### config.mk
export PLATFORM = sky130hd
export DESIGN_NAME = pwm_peripheral
export DESIGN_NICKNAME = d
export VERILOG_FILES = /design/src/rtl/pwm_pkg.sv /design/src/rtl/pwm_timebase.sv /design/src/rtl/pwm_peripheral.sv
export SDC_FILE = /design/constraint.sdc
export NUM_CORES = 1
export LEC_CHECK = 0
export CORE_UTILIZATION = 40
export DETAILED_ROUTE_END_ITERATION = 10
export PLACE_DENSITY = 0.69
export SYNTH_ARGS = -nofsm -noshare
export SYNTH_HDL_FRONTEND = slang
export SYNTH_SLANG_ARGS = --single-unit
### constraint.sdc
create_clock -name clk -period 2.3 [get_ports clk]
set_clock_uncertainty 0.15 [all_clocks]
set_input_delay 0.69 -clock clk [delete_from_list [all_inputs] [get_ports clk]]
set_output_delay 0.69 -clock clk [all_outputs]
set_load 0.05 [all_outputs]
### src/rtl/pwm_pkg.sv
// pwm_pkg: shared constants for the SPI-configured PWM output stage.
package pwm_pkg;
    localparam int NUM_CH = 16;
    localparam int CNT_W = 8;
    localparam logic [CNT_W-1:0] DUTY_FULL = 8'hFF;
    localparam logic [CNT_W-1:0] DUTY_ZERO = 8'h00;
    localparam int DEFAULT_CLK_DIV = 13;
endpackage

### src/rtl/pwm_timebase.sv
// pwm_timebase: free-running prescaled 8-bit PWM counter with period-start strobe.
module pwm_timebase
    import pwm_pkg::*;
#(
    parameter int CLK_DIV = DEFAULT_CLK_DIV
) (
    input  logic             clk,
    input  logic             rst_n,
    output logic [CNT_W-1:0] pwm_cnt,
    output logic             period_start
);
    localparam logic [15:0] DIV_LAST = 16'(CLK_DIV - 1);

    logic [15:0]      presc_q, presc_d;
    logic [CNT_W-1:0] cnt_q, cnt_d;
    logic             tick;

    always_comb begin
        tick         = presc_q == DIV_LAST;
        presc_d      = tick ? 16'd0 : presc_q + 16'd1;
        cnt_d        = tick ? cnt_q + CNT_W'(1) : cnt_q;
        period_start = tick && (cnt_q == {CNT_W{1'b1}});
    end

    always_ff @(posedge clk or negedge rst_n) begin
        if (!rst_n) begin
            presc_q <= '0;
            cnt_q   <= '0;
        end else begin
            presc_q <= presc_d;
            cnt_q   <= cnt_d;
        end
    end

    assign pwm_cnt = cnt_q;
endmodule

### src/rtl/pwm_peripheral.sv
// pwm_peripheral: 16 registered output pins, each off, static high or shared PWM.
module pwm_peripheral
    import pwm_pkg::*;
#(
    parameter int CLK_DIV = DEFAULT_CLK_DIV
) (
    input  logic              clk,
    input  logic              rst_n,
    input  logic [7:0]        en_reg_out_7_0,
    input  logic [7:0]        en_reg_out_15_8,
    input  logic [7:0]        en_reg_pwm_7_0,
    input  logic [7:0]        en_reg_pwm_15_8,
    input  logic [7:0]        pwm_duty_cycle,
    output logic [NUM_CH-1:0] out
);
    logic [NUM_CH-1:0] en_out, en_pwm, out_d, out_q;
    logic [CNT_W-1:0]  pwm_cnt, duty_sh_d, duty_sh_q;
    logic              period_start, pwm_sig;

    pwm_timebase #(.CLK_DIV(CLK_DIV)) u_timebase (
        .clk          (clk),
        .rst_n        (rst_n),
        .pwm_cnt      (pwm_cnt),
        .period_start (period_start)
    );

    // Duty is only sampled at the period boundary so a write never cuts a pulse short.
    always_comb begin
        en_out    = {en_reg_out_15_8, en_reg_out_7_0};
        en_pwm    = {en_reg_pwm_15_8, en_reg_pwm_7_0};
        duty_sh_d = period_start ? pwm_duty_cycle : duty_sh_q;
        pwm_sig   = (duty_sh_q == DUTY_FULL) || ((duty_sh_q != DUTY_ZERO) && (pwm_cnt < duty_sh_q));
        out_d     = en_out & (~en_pwm | {NUM_CH{pwm_sig}});
    end

    always_ff @(posedge clk or negedge rst_n) begin
        if (!rst_n) begin
            duty_sh_q <= DUTY_ZERO;
            out_q     <= '0;
        end else begin
            duty_sh_q <= duty_sh_d;
            out_q     <= out_d;
        end
    end

    assign out = out_q;
endmodule

* Yosys cells after proc, flatten, opt, wreduce, memory -nomap -nowiden *
Index checks and enable logic that the tools add are counted.

word-level totals
  register bits = 48
  input port bits = 42
  output and inout bits = 16
  word-level logic and storage cells = 18

operators by class
  $add $sub $neg = 2
  magnitude comparators = 1
  eq/ne operators = 3
  multiplexer cells = 1
  bitwise gates (word level) = 3
  reductions and logical operators = 4

operators with widths
  kind                                                  number
  adder 16 x 1 -> 16 bit, second input constant         1
  AND 16 bit                                            1
  equality test 16 x 4 -> 1 bit, second input constant  1
  equality test 8 bit, second input constant            2
  2-to-1 mux 16 bit                                     1
  inverter 16 bit                                       1
  OR 16 bit                                             1
  adder 8 x 1 -> 8 bit, second input constant           1
  < comparator 8 bit                                    1
  nonzero test 8 bit                                    1
  logical AND 1 bit                                     2
  logical OR 1 bit                                      1

* Logic depth before layout (Yosys ltp) *
  depth in word-level cells = 5
  mapped depth = 8
  depth with buffers taken out = 6

* Cells and area by module *
Synthesis repeated with hierarchy kept, for this count alone.

unflattened totals
  cells, all modules = 199
  area total of the unflattened synthesis = 2209.6 µm²

by module, submodules not included
  module          times used  cells each  area an instance (µm²)  seq. area each (µm²)
  pwm_timebase    1           95          1122.3                  600.6
  pwm_peripheral  1           104         1087.3                  600.6

* Worst setup path before layout *
Ideal clock, no wire load.

  kind = reg-to-reg
  from = register u_timebase.cnt_q[5] (netlist: u_timebase.pwm_cnt[5])
  to = register out_q[10] (netlist: out[10])
  library setup time = 129 ps
  data arrival time = 1619 ps
  slack = 402 ps
  cell stages (with the launch flop) = 7
  path buffers = 1
  clock period less this slack = 1898 ps
  path through = dfrtp_1 ha_1 and4_1 o21ai_0 o211ai_1 buf_2 a31oi_1

on the way
  cells in the longest elaborated chain, start to end = 5

RTL lines
  what                    line                  source
  from (decl)             pwm_timebase.sv:15    logic [CNT_W-1:0] cnt_q, cnt_d;
  from (signal assigned)  pwm_timebase.sv:31    cnt_q <= cnt_d;
  < comparator 8 bit      pwm_peripheral.sv:32  pwm_sig = (duty_sh_q == DUTY_FULL) || ((duty_sh_q != DUTY_ZERO) && (pwm_cnt < duty_sh_q));
  logical AND 1 bit       pwm_peripheral.sv:32
  logical OR 1 bit        pwm_peripheral.sv:32
  OR 16 bit               pwm_peripheral.sv:33  out_d = en_out & (~en_pwm | {NUM_CH{pwm_sig}});
  AND 16 bit              pwm_peripheral.sv:33
  net out_d[10]           pwm_peripheral.sv:16  logic [NUM_CH-1:0] en_out, en_pwm, out_d, out_q;
  to (signal assigned)    pwm_peripheral.sv:42  out_q <= out_d;
  to (decl)               pwm_peripheral.sv:16

The timed path passes the listed nets, and every way through them passes these cells.
A chain may end at the register's enable or synchronous reset.

* Worst setup path after layout *
  from = register out_q[7] (netlist: out[7])
  to = output port out[7]

RTL lines
  what       line                  source
  to (decl)  pwm_peripheral.sv:14  output logic [NUM_CH-1:0] out

No word-level cell between the ends.

==> qor.yml <==
power:
  pwr-share-clk_pct: 35.5
  switching_share_pct: 22.8
  p_int_mw: 1.29
  seqPwrFrac_pct: 52.4
  p_per_area_nw_per_um2: 569
  p_leak_nw: 1.38
  p_switching_uw: 382
  ir_drop_mv: 0.353
  combinationalPowerShare_pct: 12.1
cts:
  cts_setup_buffers: 0
  clkTransAtPathRegs_ns: 0.08
  htreeDepth: 2
  hold_buffers: 0
  clock_path_buffers: 2
  worstSkewPairLatency_ns: 0.29
  cts_tree: "built"
  cts_made_buffers: 5
  cts-root-buf: "clkbuf_8"
  cts_sinks: 48
logic_synthesis:
  post_synth_xor_area_fraction_pct: 8.39
  synth-adder-area-share_pct: 5.70
  synth_top_family_by_area: "simple AND/OR/NAND/NOR gates"
  synth_simple_gate_area_share_pct: 13.9
  syn_avg_cell_area_sq_um: 11.4
  yosysWarnings: 0
  synth_area_sq_um: 2190
  synth_compound_area_share_pct: 6.67
  netlist_instances: 192
  syn_nets: 244
  synthMuxAreaShare_pct: 4.62
  synth.distinct_cells: 31
  ys_seq_area_share_pct: 54.8
  synth-seq-cells: 48
finish:
  final_nets: 306
  drive_above_1_share_pct: 12.5
  final_common_cell: "dfrtp_1"
  fin_area_sq_um: 2940
  diodes: 0
  layout_common_cells: "48 x dfrtp_1, 45 x clkdlybuf4s50_1, 26 x inv_1, 16 x a31oi_1, 12 x xnor2_1"
  nFillCells: 479
  area_growth_pct: 33.9
placed_design:
  gp_congestion: 0.760
  hpwl_mm: 3.02
  placed_area_sq_um: 2830
  portBuffers: 57
  place_ws_ns: 0.267
die:
  dieArea_sq_um: 5780
  fp.dieW_um: 76.1
  ioPinCount: 58
  dieHeight_um: 76.1
  core_sq_um: 5200
  row_count: 26
  start_util_pct: 42.1
route:
  firstDrtPassIters: 4
  ant_nets: 0
  drc: 0
  vias: 1602
  via_per_inst: 4.93
  initialDrtViolationCount: 77
  finalWirelength_mm: 4.10
  wl_per_cell_um: 12.6
critical_path:
  crit_chain: "clkdlybuf4s50_1"
  critPathMaxFanout: 1
  arrival_ns: 1.42
  r2r_cells: 6
  crit_family: "buffers and inverters"
  crit_required_ns: 1.46
  cp_slowest_cell: "clkdlybuf4s50_1"
  critical_path.endpoint_type: "primary output"
  cp-start-kind: "flop"
  worst_r2r_startpoint: "u_timebase.presc_q[0]"
  critPathKind: "reg2out"
  path_buf_inv: 1
  critical-path-max-stage-delay_ns: 0.79
  r2r_slack_ns: 0.27
  reg2reg_to: "duty_sh_q[4]"
global_routing:
  grt_overflow: 0
  antenna_found_initial: 0
  grt.total_usage_pct: 15.0
  grt_pass1_wl_mm: 6.87
  grt_pass1_vias: 1531
  grt_max_degree: 26
timing:
  final.period_utilization_pct: 98.4
  hold_violations: 0
  fin_ws_ns: 0.0378
  drv_slew: 0
  period_needed_ns: 2.26
  slew_headroom_pct: 62.6
  tightestPinTransition_ns: 0.561
  finalSetupTns_ns: 0
  fmax_ghz: 0.442
  setup_viol: 0
min_path:
  hold_path.class: "in2async"
outcome:
  run_status: "finished clean"
flow_run:
  cap_violations: 0
## registers in the layout, indices dropped and copies added (netlist names)
register,count
duty_sh_q,8
u_timebase.presc_q,16
u_timebase.pwm_cnt,8
out,16
## per-stage QoR
step	hold slack [ns]	power, mW	std cells	utilization, %
final	0.215	1.67	325	56.4
after global routing	0.250	1.74	325	56.4
after CTS	0.227	1.69	325	56.3
after detailed placement	0.316	1.10	317	54.3
after global placement	0.311	1.09	317	54.3
after floorplan	0.244	0.974	192	-
## worst max path at each step
stage / end / depth (start not counted) / slack (ns) / startpoint
after floorplan: out[10] / 6 / 0.40 / u_timebase.pwm_cnt[5]
after global placement: duty_sh_q[0] / 6 / 0.33 / u_timebase.presc_q[0]
after detailed placement: duty_sh_q[4] / 6 / 0.27 / u_timebase.presc_q[0]
after CTS: out[7] / 1 / 0.02 / out[7]
after global routing: out[10] / 1 / -0.01 / out[10]
final: out[7] / 1 / 0.04 / out[7]
## cell usage after synthesis
master | instances | area share [%]
nand4_2 | 1 | 0.57
nor3b_1 | 1 | 0.34
a211o_1 | 1 | 0.40
buf_6 | 1 | 0.51
and3_1 | 3 | 0.86
a21oi_1 | 1 | 0.23
inv_1 | 26 | 4.4
a31oi_1 | 16 | 4.6
dfrtp_1 | 48 | 55
nor3_1 | 4 | 0.91
xnor2_1 | 12 | 4.8
nor4_1 | 4 | 1.1
o211ai_1 | 2 | 0.68
and4_1 | 4 | 1.6
ha_1 | 10 | 5.7
nand3_1 | 6 | 1.4
mux2_2 | 9 | 4.6
clkbuf_2 | 1 | 0.23
nand4_1 | 8 | 2.3
and4bb_2 | 1 | 0.57
nor2_1 | 8 | 1.4
nand3_4 | 1 | 0.80
or4_1 | 1 | 0.34
buf_2 | 2 | 0.46
xor2_1 | 9 | 3.6
nor4b_1 | 1 | 0.40
nor2b_1 | 1 | 0.29
o21a_1 | 1 | 0.34
o21ai_0 | 2 | 0.46
buf_4 | 1 | 0.34
nand2_1 | 6 | 1.0
## power groups by stage
stage,sequential (mW),combinational [mW],clock (mW)
2_1_floorplan,0.945,0.0290,0
3_3_place_gp,0.892,0.202,0
3_5_place_dp,0.893,0.205,0
4_1_cts,0.876,0.206,0.613
5_1_grt,0.879,0.218,0.644
6_report,0.876,0.202,0.593
## timing repair
| item | 4_1_cts | 5_1_grt |
|---|---|---|
| resized for setup | 0 | 2 |
| hold endpoints to repair | 0 | 0 |
| endpoints found under the setup margin | 0 | 2 |
## layout make-up
type / instances / area, sq um / area share [%]
inverter: 26 / 97.6 / 3.32
multi-input combinational: 113 / 861 / 29.3
tap: 70 / 87.6 / 2.98
clock buffer: 6 / 72.6 / 2.47
timing repair buffer: 60 / 583 / 19.8
sequential: 48 / 1200 / 40.9
clock inverter: 2 / 35.0 / 1.19
## kinds of logic after synthesis
group	Yosys count
compound gates	23
xor+xnor	21
fa+ha+maj	10
buf+inv	31
flops	48
mux	9
simple gates	50
## per-layer routing
layer / up-vias / GRT usage, % / routed length, um
met3: 7 / 4.07 / 190
met5: - / 0 / 0
met4: 0 / 5.19 / 49
li1: 787 / - / -
met2: 39 / 25.3 / 2020
met1: 769 / 18.7 / 1840
(Power assumes the default switching activity.)
==> patch, RTL diff (same flow settings) <==
Put one more register stage on the output `out`, cleared by the reset. The value now appears one clock later.
--- a/src/rtl/pwm_peripheral.sv
+++ b/src/rtl/pwm_peripheral.sv
@@ -45,3 +45,9 @@
 
-    assign out = out_q;
+    always_ff @(posedge clk or negedge rst_n) begin
+        if (!rst_n) begin
+            out <= '0;
+        end else begin
+            out <= out_q;
+        end
+    end
 endmodule
Function: changed (Yosys sat finds a counterexample within 4 cycles, from zero or initial values and one cycle with rst_n low).
==> patch against the original RTL <==
Power rose by 47%. Sequential share of layout area rose by 5.4 points. Synthesized area rose by 18%. Wire length rose by 18%. Worst setup slack improved by 0.17 ns. Global-route usage rose by 1.1 points. Clock power rose by 80%. Design area rose by 18%. Sequential cell count rose by 16. Critical endpoint is now out_q[0]$_DFF_PN0_.
==> patch: results (changes against the original RTL) <==
{| class="wikitable"
! Metric !! Value
|-
| Result of the run || finished clean
|-
| Gpl congestion || 0.768 (+1.0%)
|-
| Met2 WL || 2410 um (+19%)
|-
| Post-placement setup slack || 0.195 ns (-0.0720 ns)
|-
| Clock share of power || 0.437 (+0.082)
|-
| Peak supply drop || 0.536 mV (+52%)
|-
| Switching power summed over all nets || 0.576 mW (+51%)
|-
| Area share of fa/ha/maj cells after synthesis || 0.0482 (-0.00881)
|-
| Area of all placed cells without fillers || 3460 um2 (+18%)
|-
| Multiplexer share of the synthesized area || 0.0391 (-0.00713)
|-
| Post-synthesis cell count || 208 (+8.3%)
|-
| Antenna Diode Count || 0 (unchanged)
|-
| Number of nets produced by synthesis || 260 (+6.6%)
|-
| M1 GR Usage || 0.213 (+0.0269)
|-
| Level count of the clock H-tree || 3 (+1)
|-
| Largest stage delay on the critical path || 0.42 ns (-0.37 ns)
|-
| Post-placement cell area || 3240 um2 (+15%)
|-
| Skew-Pair Late Insertion Delay || 0.34 ns (+0.05 ns)
|-
| Routed metal-1 wire length || 2160 um (+17%)
|-
| Via count of the first global-routing pass || 1,701 (+11%)
|-
| Slowest CP cell || sky130_fd_sc_hd__o211ai_1
|-
| Overall global routing resource usage || 0.161 (+0.0109)
|-
| Number of DRC markers after the initial detailed-route iteration || 93 (+21%)
|-
| Crit-path max FO || 11 (+10)
|-
| Synth top cells by count || 64 x sky130_fd_sc_hd__dfrtp_1, 26 x sky130_fd_sc_hd__inv_1, 16 x sky130_fd_sc_hd__a31oi_1
|-
| Maximum number of pins on one net before global-route repair || 65 (+150%)
|-
| Fraction of layout instances using a drive strength above 1 || 0.164 (+0.0382)
|-
| Final non-filler cell total || 356 (+9.5%)
|-
| Placed cell count || 340 (+7.3%)
|-
| Total Nets Final || 328 (+7.2%)
|-
| Resize count post-CTS || 5 (+5)
|-
| DR WL met3 || 227 um (+19%)
|-
| Routed wire length || 4830 um (+18%)
|-
| Xor and xnor fraction of the mapped netlist area || 0.0709 (-0.0129)
|-
| Number of buffers inserted during clock tree synthesis || 9 (+4)
|-
| Fillcell total || 519 (+8.4%)
|-
| Met3 Usage GRT || 0.0681 (+0.0274)
|-
| Fraction of power consumed by combinational cells || 0.084 (-0.037)
|-
| Synth Area in Compound Gates || 0.0564 (-0.0103)
|-
| Number of vias per cell || 4.85 (-1.5%)
|}
patch: worst paths after layout:
path	from	end	slack, ns	cells past startpoint
max	duty_sh_q[5]$_DFFE_PN0P_	out_q[0]$_DFF_PN0_	0.21	7
min	rst_n	out_q[2]$_DFF_PN0_	0.18	2
max reg2reg	duty_sh_q[5]$_DFFE_PN0P_	out_q[0]$_DFF_PN0_	0.21	7
min reg2reg	out_q[15]$_DFF_PN0_	out[15]$_DFF_PN0_	0.20	0
max in group asynchronous	rst_n	out[1]$_DFF_PN0_	1.53	2
min in group clk	out_q[15]$_DFF_PN0_	out[15]$_DFF_PN0_	0.20	0
patch: cell type report:
type / instances / share of cell area
clock buffers: 9 / 0.0358
clock inverters: 7 / 0.0296
inverters: 26 / 0.0282
multi-input cells: 113 / 0.249
flip-flops and latches: 64 / 0.462
well taps: 75 / 0.0271
repair buffers: 62 / 0.168
